**config.mk**
```make
export PLATFORM = sky130hd
export DESIGN_NAME = id_ex_reg
export DESIGN_NICKNAME = d
export VERILOG_FILES = /design/src/rtl/id_ex_reg.sv
export SDC_FILE = /design/constraint.sdc
export NUM_CORES = 1
export LEC_CHECK = 0
export ABC_CLOCK_PERIOD_IN_PS = 3100
export BUFFER_PORTS_ARGS = -buffer_cell sky130_fd_sc_hd__buf_4
export CORE_ASPECT_RATIO = 0.75
export CORE_MARGIN = 3
export CORE_UTILIZATION = 45
export CTS_BUF_LIST = sky130_fd_sc_hd__clkbuf_8
export DETAILED_ROUTE_END_ITERATION = 8
export PLACE_DENSITY = 0.86
export SETUP_SLACK_MARGIN = 0.05
export SYNTH_ARGS = -nofsm -noshare
export SYNTH_HDL_FRONTEND = slang
export SYNTH_SLANG_ARGS = --single-unit
```
**constraint.sdc**
```tcl
create_clock -name clk -period 3.1 [get_ports clk]
set_input_delay 0.62 -clock clk [delete_from_list [all_inputs] [get_ports clk]]
set_output_delay 0.62 -clock clk [all_outputs]
set_load 0.05 [all_outputs]
```
**src/rtl/id_ex_reg.sv**
```systemverilog
// ID/EX pipeline register.
// Captures the gated control bundle from the ID-stage bubble mux together with
// the ID datapath values and presents them to EX one cycle later. Supports
// hold (stall), bubble insertion (flush) and slot-validity tracking.
// Update priority at each rising edge: rst > flush > stall > load.
// Optional macro BUBBLE_CNT_EN adds a saturating bubble_count output that
// counts the flush edges seen since reset.
module id_ex_reg #(
  parameter int WORD_W     = 32,
  parameter int REG_ADDR_W = 5,
  parameter int CNT_W      = 16
) (
  input  logic                  clk,
  input  logic                  rst,
  input  logic                  stall,
  input  logic                  flush,
  input  logic                  in_valid,
  input  logic                  RegDst,
  input  logic                  RegWrite,
  input  logic                  aluSrc,
  input  logic                  MemRead,
  input  logic                  MemWrite,
  input  logic                  MemToReg,
  input  logic [2:0]            aluOp,
  input  logic [WORD_W-1:0]     pc_in,
  input  logic [WORD_W-1:0]     rd1_in,
  input  logic [WORD_W-1:0]     rd2_in,
  input  logic [WORD_W-1:0]     imm_in,
  input  logic [REG_ADDR_W-1:0] rs_in,
  input  logic [REG_ADDR_W-1:0] rt_in,
  input  logic [REG_ADDR_W-1:0] rd_in,
  output logic                  ex_RegDst,
  output logic                  ex_RegWrite,
  output logic                  ex_aluSrc,
  output logic                  ex_MemRead,
  output logic                  ex_MemWrite,
  output logic                  ex_MemToReg,
  output logic [2:0]            ex_aluOp,
  output logic [WORD_W-1:0]     ex_pc,
  output logic [WORD_W-1:0]     ex_rd1,
  output logic [WORD_W-1:0]     ex_rd2,
  output logic [WORD_W-1:0]     ex_imm,
  output logic [REG_ADDR_W-1:0] ex_rs,
  output logic [REG_ADDR_W-1:0] ex_rt,
  output logic [REG_ADDR_W-1:0] ex_rd,
  output logic                  ex_valid
`ifdef BUBBLE_CNT_EN
  ,
  output logic [CNT_W-1:0]      bubble_count
`endif
);

  // Pipeline slot: reset and flush both leave an empty, all-zero slot; stall
  // holds; otherwise the ID values pass through bit-exact.
  always_ff @(posedge clk) begin
    if (rst || flush) begin
      ex_RegDst   <= 1'b0;
      ex_RegWrite <= 1'b0;
      ex_aluSrc   <= 1'b0;
      ex_MemRead  <= 1'b0;
      ex_MemWrite <= 1'b0;
      ex_MemToReg <= 1'b0;
      ex_aluOp    <= '0;
      ex_pc       <= '0;
      ex_rd1      <= '0;
      ex_rd2      <= '0;
      ex_imm      <= '0;
      ex_rs       <= '0;
      ex_rt       <= '0;
      ex_rd       <= '0;
      ex_valid    <= 1'b0;
    end else if (!stall) begin
      ex_RegDst   <= RegDst;
      ex_RegWrite <= RegWrite;
      ex_aluSrc   <= aluSrc;
      ex_MemRead  <= MemRead;
      ex_MemWrite <= MemWrite;
      ex_MemToReg <= MemToReg;
      ex_aluOp    <= aluOp;
      ex_pc       <= pc_in;
      ex_rd1      <= rd1_in;
      ex_rd2      <= rd2_in;
      ex_imm      <= imm_in;
      ex_rs       <= rs_in;
      ex_rt       <= rt_in;
      ex_rd       <= rd_in;
      ex_valid    <= in_valid;
    end
  end

`ifdef BUBBLE_CNT_EN
  // Count flush edges (stall does not matter); stick at all-ones instead of wrapping.
  always_ff @(posedge clk) begin
    if (rst) begin
      bubble_count <= '0;
    end else if (flush && (bubble_count != {CNT_W{1'b1}})) begin
      bubble_count <= bubble_count + 1'b1;
    end
  end
`endif

endmodule

```
==> impl_results.md, run 1 <==
* Clock skew at 0 ns
* Slew Viols, Final at 0
* Delay-heaviest family, CP: flip-flops
* Clock tree buffer depth at 2
* Fin nets at between 900 and 1000
* Clock share of power at 0.350
* Final setup violation count at 0
* CTS clk-pin slew, worst paths at ~0.090 ns
* Sink Count at approximately 150
* Wire length per cell at 16.3 um
* Cts-stage hold buffer count at 0
* Yosys warns at 0
* Area leader, netlist: dfxtp_1
* R2R Path End: ex_pc[8]$_SDFFE_PP0N_
* Average size of a mapped cell at 11.0 um2
* Die X at between 100 and 150 um
* R2r startpoint: ex_pc[8]$_SDFFE_PP0N_
* CP max FO at 2
* Pre-antenna DRT Iters at 4
* RSZ-0062 raised after global routing: false
* Nature of the critical path endpoint: primary output
* Layout overhead on the synthesized area at 51.5%
* Routed Antenna Nets at 0
* DRT iter0 DRCs at roughly 120
* WL final at around 16 mm
* Synth Flop Type: dfxtp_1
* Sw frac at 0.286
* GR peak layer: met2
* Fmax at between 600 and 700 MHz
* Post-synth EDFFs at 0
* Final min period at 1.63 ns
* Post-Layout Cell Count at between 900 and 1000
* Worst Max-Slew Pin Slew at approximately 0.45 ns
* GRT Total Usage at 0.224
* Ant. Diodes at 0
* Tcrit/Tclk final at 0.524
* CTS HTree Levels at 4
* Min-Delay Endpoint: ex_imm[21]$_SDFFE_PP0N_
* # DRC at 0
* Post-CTS sizing at 0
* Vias in the first global route at 4724
* Hold path depth at 3
* Worst path required time at approximately 2.5 ns
* Cell-internal power at just over 3 mW
* Post-synthesis async set-or-reset flop share at 0
* Largest net degree at the start of global routing at 67
* Clk root buf: clkbuf_8
* Synth Net Count at approximately 650
* RePlAce Congestion at between 0.7 and 0.8
* Core footprint at 0.0117 mm2
* Top-area cell type share of the netlist area at 0.566
* Most instantiated cells after synthesis: dfxtp_1 (153), mux2i_1 (153), nor2_1 (153)
* P_sw at 1.23 mW
* Via count at roughly 4700
* Share of layout cells above drive strength 1 at 0.431
* Setup bufs post-CTS at 0
* Antenna violations before repair at 0
* Top cells by area in the synthesized netlist: dfxtp_1 (57%), mux2i_1 (28%), nor2_1 (11%)
* Outcome: finished, final reports clean
* Sequential share of power at 0.480
* Leakage power at 4.17 nW
* Worst Hold Class: in2reg
* Inserted Clock Buffers at 17
* R2r setup slk at roughly 2.4 ns
* Synth Register Bits at approximately 150
* GRT met1 Usage at 0.230
* Min-delay src: imm_in[21]
* GR Util met3 at 0.0873
* Final core occ at 0.703
* Slew headroom at 0.697
* FP Rows at 34
* Critical Path AT at 1.00 ns
* Cells after Synth at between 400 and 500
* Power share of the combinational group at 0.170
* # IOs at 310
* TritonCTS clock tree: built
* Critical path, cell by cell: buf_4
* Dpl hpwl at 12.2 mm
* Synth Cell Area at 0.00541 mm2
* Number of fill cells at between 800 and 900
* Gr ovfl total at 0
* Die Span Y at ~100 um
* Sequential area share after synthesis at 0.566
* Initial core utilization at 0.464
* Final hold vios at 0
* Critical Setup Path Class: reg2out
* Placed Cells incl. Taps at around 940
* Worst Path Buf+Inv at 1
* Worst reg2reg path depth at 2
* IO Port Bufs at between 300 and 400
* Delay of the slowest critical-path stage at 0.37 ns
* CP max stage cell: dfxtp_1
* Peak supply drop at ~510 uV
* Via density at roughly 4.8
* Worst setup SP type: register
* Pwr dens at between 500 and 600 mW/mm2
* Total Negative Setup Slacks at 0 ns
* Grt met2 use at 0.409
* Max_cap viols at 0
* First-pass GRT wire length at 23.8 mm
* Synth unique cells at 8
* Die area at about 0.013 mm2
* Worst-Skew Late Latency at about 0.42 ns
## logic make-up after synthesis
logic type	share of synthesized area
simple gates	0.107
mux	0.283
buf+inv	0.0437
flops	0.566
## worst max-delay path by stage
stage	startpoint	endpoint	slack [ns]	depth (start not counted)
after floorplan	stall	ex_pc[0]$_SDFFE_PP0N_	1.69	5
after CTS	ex_imm[30]$_SDFFE_PP0N_	ex_imm[30]	1.44	1
after global placement	stall	ex_pc[4]$_SDFFE_PP0N_	1.24	4
final	ex_rd2[28]$_SDFFE_PP0N_	ex_rd2[28]	1.48	1
after detailed placement	stall	ex_pc[27]$_SDFFE_PP0N_	1.18	4
after global routing	ex_imm[30]$_SDFFE_PP0N_	ex_imm[30]	1.41	1
## sequential cells by signal (all words and copies together), names as in the netlist, 3 cells and up
name	flops
ex_rd	5
ex_imm	32
ex_rd2	32
ex_pc	32
ex_rd1	32
ex_rs	5
ex_rt	5
ex_aluOp	3
## stage by stage
step	total power [mW]	hold WS, ns	worst slack [ns]	cell area [um2]
2_1_floorplan	2.55	0.743	1.69	5410
3_3_place_gp	2.82	0.477	1.24	7800
3_5_place_dp	2.84	0.487	1.18	7800
4_1_cts	4.34	0.395	1.44	8200
5_1_grt	4.48	0.396	1.41	8200
6_report	4.31	0.424	1.48	8200
## power groups by stage
stage	clock [mW]	sequential, mW	combinational (mW)
2_1_floorplan	0	2.33	0.220
3_3_place_gp	0	2.11	0.714
3_5_place_dp	0	2.11	0.733
4_1_cts	1.54	2.07	0.735
5_1_grt	1.63	2.07	0.772
6_report	1.51	2.07	0.731
## layer usage
| metal | part of all wire | wire [um] |
|---|---|---|
| met5 | 0 | 0 |
| met4 | 0.037 | 585 |
| met3 | 0.081 | 1280 |
| met2 | 0.51 | 8090 |
| met1 | 0.37 | 5820 |
## cells in the final DEF (no fill, tap or decap)
master | synthesis | routed
inv_8 | 0 | 2
clkbuf_8 | 0 | 18
inv_1 | 0 | 1
inv_6 | 0 | 4
dfxtp_1 | 153 | 153
clkinv_4 | 0 | 2
clkinv_2 | 0 | 1
nor2_1 | 153 | 153
or2_4 | 0 | 1
buf_12 | 0 | 3
bufinv_16 | 0 | 2
mux2i_1 | 153 | 153
buf_4 | 8 | 312
clkinvlp_4 | 0 | 3
## final cells by class
type	instances	area, um2	share of cell area
Tap cell	162	203	0.0247
Clock buffer	17	234	0.0285
Clock inverter	15	166	0.0203
Timing Repair Buffer	316	2420	0.295
Multi-Input combinational cell	307	2110	0.258
Sequential cell	153	3060	0.374
Power figures use the tool's default switching activity.
==> inputs of run 2 (changes only) <==
--- a/config.mk
+++ b/config.mk
@@ -5,7 +5,7 @@
 export SDC_FILE = /design/constraint.sdc
 export NUM_CORES = 1
 export LEC_CHECK = 0
-export ABC_CLOCK_PERIOD_IN_PS = 3100
+export ABC_CLOCK_PERIOD_IN_PS = 1700
 export BUFFER_PORTS_ARGS = -buffer_cell sky130_fd_sc_hd__buf_4
 export CORE_ASPECT_RATIO = 0.75
 export CORE_MARGIN = 3
==> constraint.sdc (replaced) <==
create_clock -name clk -period 1.7 [get_ports clk]
set_input_delay 0.34 -clock clk [delete_from_list [all_inputs] [get_ports clk]]
set_output_delay 0.34 -clock clk [all_outputs]
set_load 0.05 [all_outputs]
==> run 2 against run 1 <==
Against the previous run:
- clock power rose by 56%
- first-iteration DRC count increased by 13%
- sequential power up 82%
- flip-flop and latch count did not move
- non-clock buffer count is 2 higher
- wire length shrank 2.3%
==> impl_results.md, run 2 (same netlist as run 1, synthesis figures left out) <==
* TritonCTS clock tree: built
* Worst Path Buf+Inv at 1
* Dpl hpwl at about 12 mm
* Power share of the combinational group at 0.180
* Worst setup SP type: register
* R2r startpoint: ex_rd1[21]$_SDFFE_PP0N_
* Via count at between 4000 and 5000
* Pwr dens at slightly above 900 mW/mm2
* Pwr Total at around 7.5 mW
* # IOs at between 300 and 400
* Critical Setup Path Class: reg2out
* Slew headroom at 0.738
* Clk root buf: clkbuf_8
* Top sig layer: met4
* Delay-heaviest family, CP: flip-flops
* Sink Count at between 150 and 200
* Most frequent cells in the layout: buf_4 (309), mux2i_1 (153), nor2_1 (153), dfxtp_1 (153), clkbuf_8 (18)
* # DRC at 0
* Initial core utilization at 0.464
* Leakage power at 4.17 nW
* Max_cap viols at 0
* Final min period at 1.38 ns
* Ant. Diodes at 0
* Gr ovfl total at 0
* Cell-internal power at between 5 and 6 mW
* RePlAce Congestion at 0.775
* GRT Total Usage at 0.224
* Wire length per cell at 15.8 um
* DRT iter0 DRCs at 132
* RSZ-0062 raised after global routing: false
* Fin nets at around 950
* Metal2 WL at approximately 8 mm
* Worst path required time at 1.36 ns
* Cts-stage hold buffer count at 0
* Post-CTS sizing at 0
* Total Negative Setup Slacks at 0 ns
* Via density at between 4 and 5
* Slew Viols, Final at 0
* CP max stage cell: dfxtp_1
* Clock tree buffer depth at 2
* Largest net degree at the start of global routing at 67
* P_sw at 2.18 mW
* Multi-input logic area at 0.00211 mm2
* Routed metal-1 wirelength at between 5 and 6 mm
* Number of fill cells at slightly below 900
* Critical path, cell by cell: buf_4
* Min-delay src: imm_in[8]
* Antenna violations before repair at 0
* Inserted Clock Buffers at 17
* Tcrit/Tclk final at 0.812
* DR WL met3 at between 1 and 1.5 mm
* Post-Layout Cell Count at between 900 and 1000
* Hold path depth at 3
* Stages on the worst setup path at 1
* CP max FO at 2
* Setup bufs post-CTS at 0
* Final hold vios at 0
* Core footprint at approximately 0.012 mm2
* IO Port Bufs at around 300
* Routed Antenna Nets at 0
* CTS HTree Levels at 4
* Clock skew at 0 ns
* CTS clk-pin slew, worst paths at roughly 0.090 ns
* Sw frac at 0.292
* Layout overhead on the synthesized area at 51.8%
* Commonest non-fill, non-tap cell in the layout: buf_4
* Critical Path AT at about 1.0 ns
* Clock share of power at 0.316
* FF+latch area at roughly 0.003 mm2
* Die area at approximately 0.013 mm2
* First-pass GRT wire length at about 24 mm
* Die Span Y at 101 um
* Vias in the first global route at around 4600
* FP Rows at 34
* Worst-Skew Late Latency at ~0.43 ns
* Worst Max-Slew Pin Slew at ~0.39 ns
* Delay of the slowest critical-path stage at around 0.39 ns
* Die X at ~130 um
* Sequential share of power at 0.504
* WL final at between 15 and 20 mm
* Peak supply drop at between 600 and 700 uV
* Pre-antenna DRT Iters at 7
* Final setup violation count at 0
* Placed Cells incl. Taps at 940
* Worst reg2reg path depth at 2
* Outcome: finished, final reports clean
* Fmax at between 700 and 800 MHz
* CP startpoint: ex_imm[30]$_SDFFE_PP0N_
* Share of layout cells above drive strength 1 at 0.430
* Nature of the critical path endpoint: primary output
* Worst Hold Class: in2reg
==> run 2: changes by cell type in the layout (fill, tap and decap cells not counted) <==
cell and change:
bufinv_16 -2, inv_1 +2, buf_12 +5, clkinv_4 -1, clkinvlp_4 +3, inv_8 -2
buf_4 -3
==> run 2: worst paths after layout <==
kind / slack (ns) / endpoint
max: 0.32 / ex_imm[30]
min: 0.13 / ex_imm[8]$_SDFFE_PP0N_
max reg2reg: 1.02 / ex_rd1[21]$_SDFFE_PP0N_
min reg2reg: 0.50 / ex_rt[2]$_SDFFE_PP0N_
==> run 2: stage by stage <==
stage          utilization  instance area (um2)  worst slack [ns]  hold WS [ns]
3_5_place_dp         0.676                 7870             0.301         0.484
4_1_cts              0.705                 8210             0.296         0.108
5_1_grt              0.705                 8210             0.270         0.107
6_report             0.705                 8210             0.319         0.133
2_1_floorplan            -                 5410             0.575         0.484
3_3_place_gp         0.676                 7870             0.369         0.477
==> run 2: layout make-up <==
| cell class | count | share of cell area |
|---|---|---|
| well taps | 162 | 0.0247 |
| flip-flops and latches | 153 | 0.373 |
| clock inverters | 15 | 0.0128 |
| repair buffers | 318 | 0.304 |
| clock buffers | 17 | 0.0285 |
| multi-input cells | 307 | 0.257 |
==> run 2: layer usage <==
layer | vias up | track usage
li1 | 2246 | -
met1 | 2139 | 0.245
met2 | 203 | 0.389
met3 | 28 | 0.0983
met4 | 0 | 0.0839
met5 | - | 0
==> run 2: worst min-delay path, delay by kind of cell <==
family / cells / cell delay [ns]
buffers and inverters: 1 / 0.07
AND/OR/NAND/NOR: 1 / 0.07
multiplexers: 1 / 0.05
==> run 2: power groups by stage <==
stage / sequential, mW / combinational [mW] / clock (mW)
floorplan: 4.25 / 0.402 / 0
finish: 3.77 / 1.35 / 2.36
global route: 3.78 / 1.43 / 2.60
CTS: 3.77 / 1.36 / 2.45
detailed placement: 3.85 / 1.36 / 0
global placement: 3.84 / 1.33 / 0
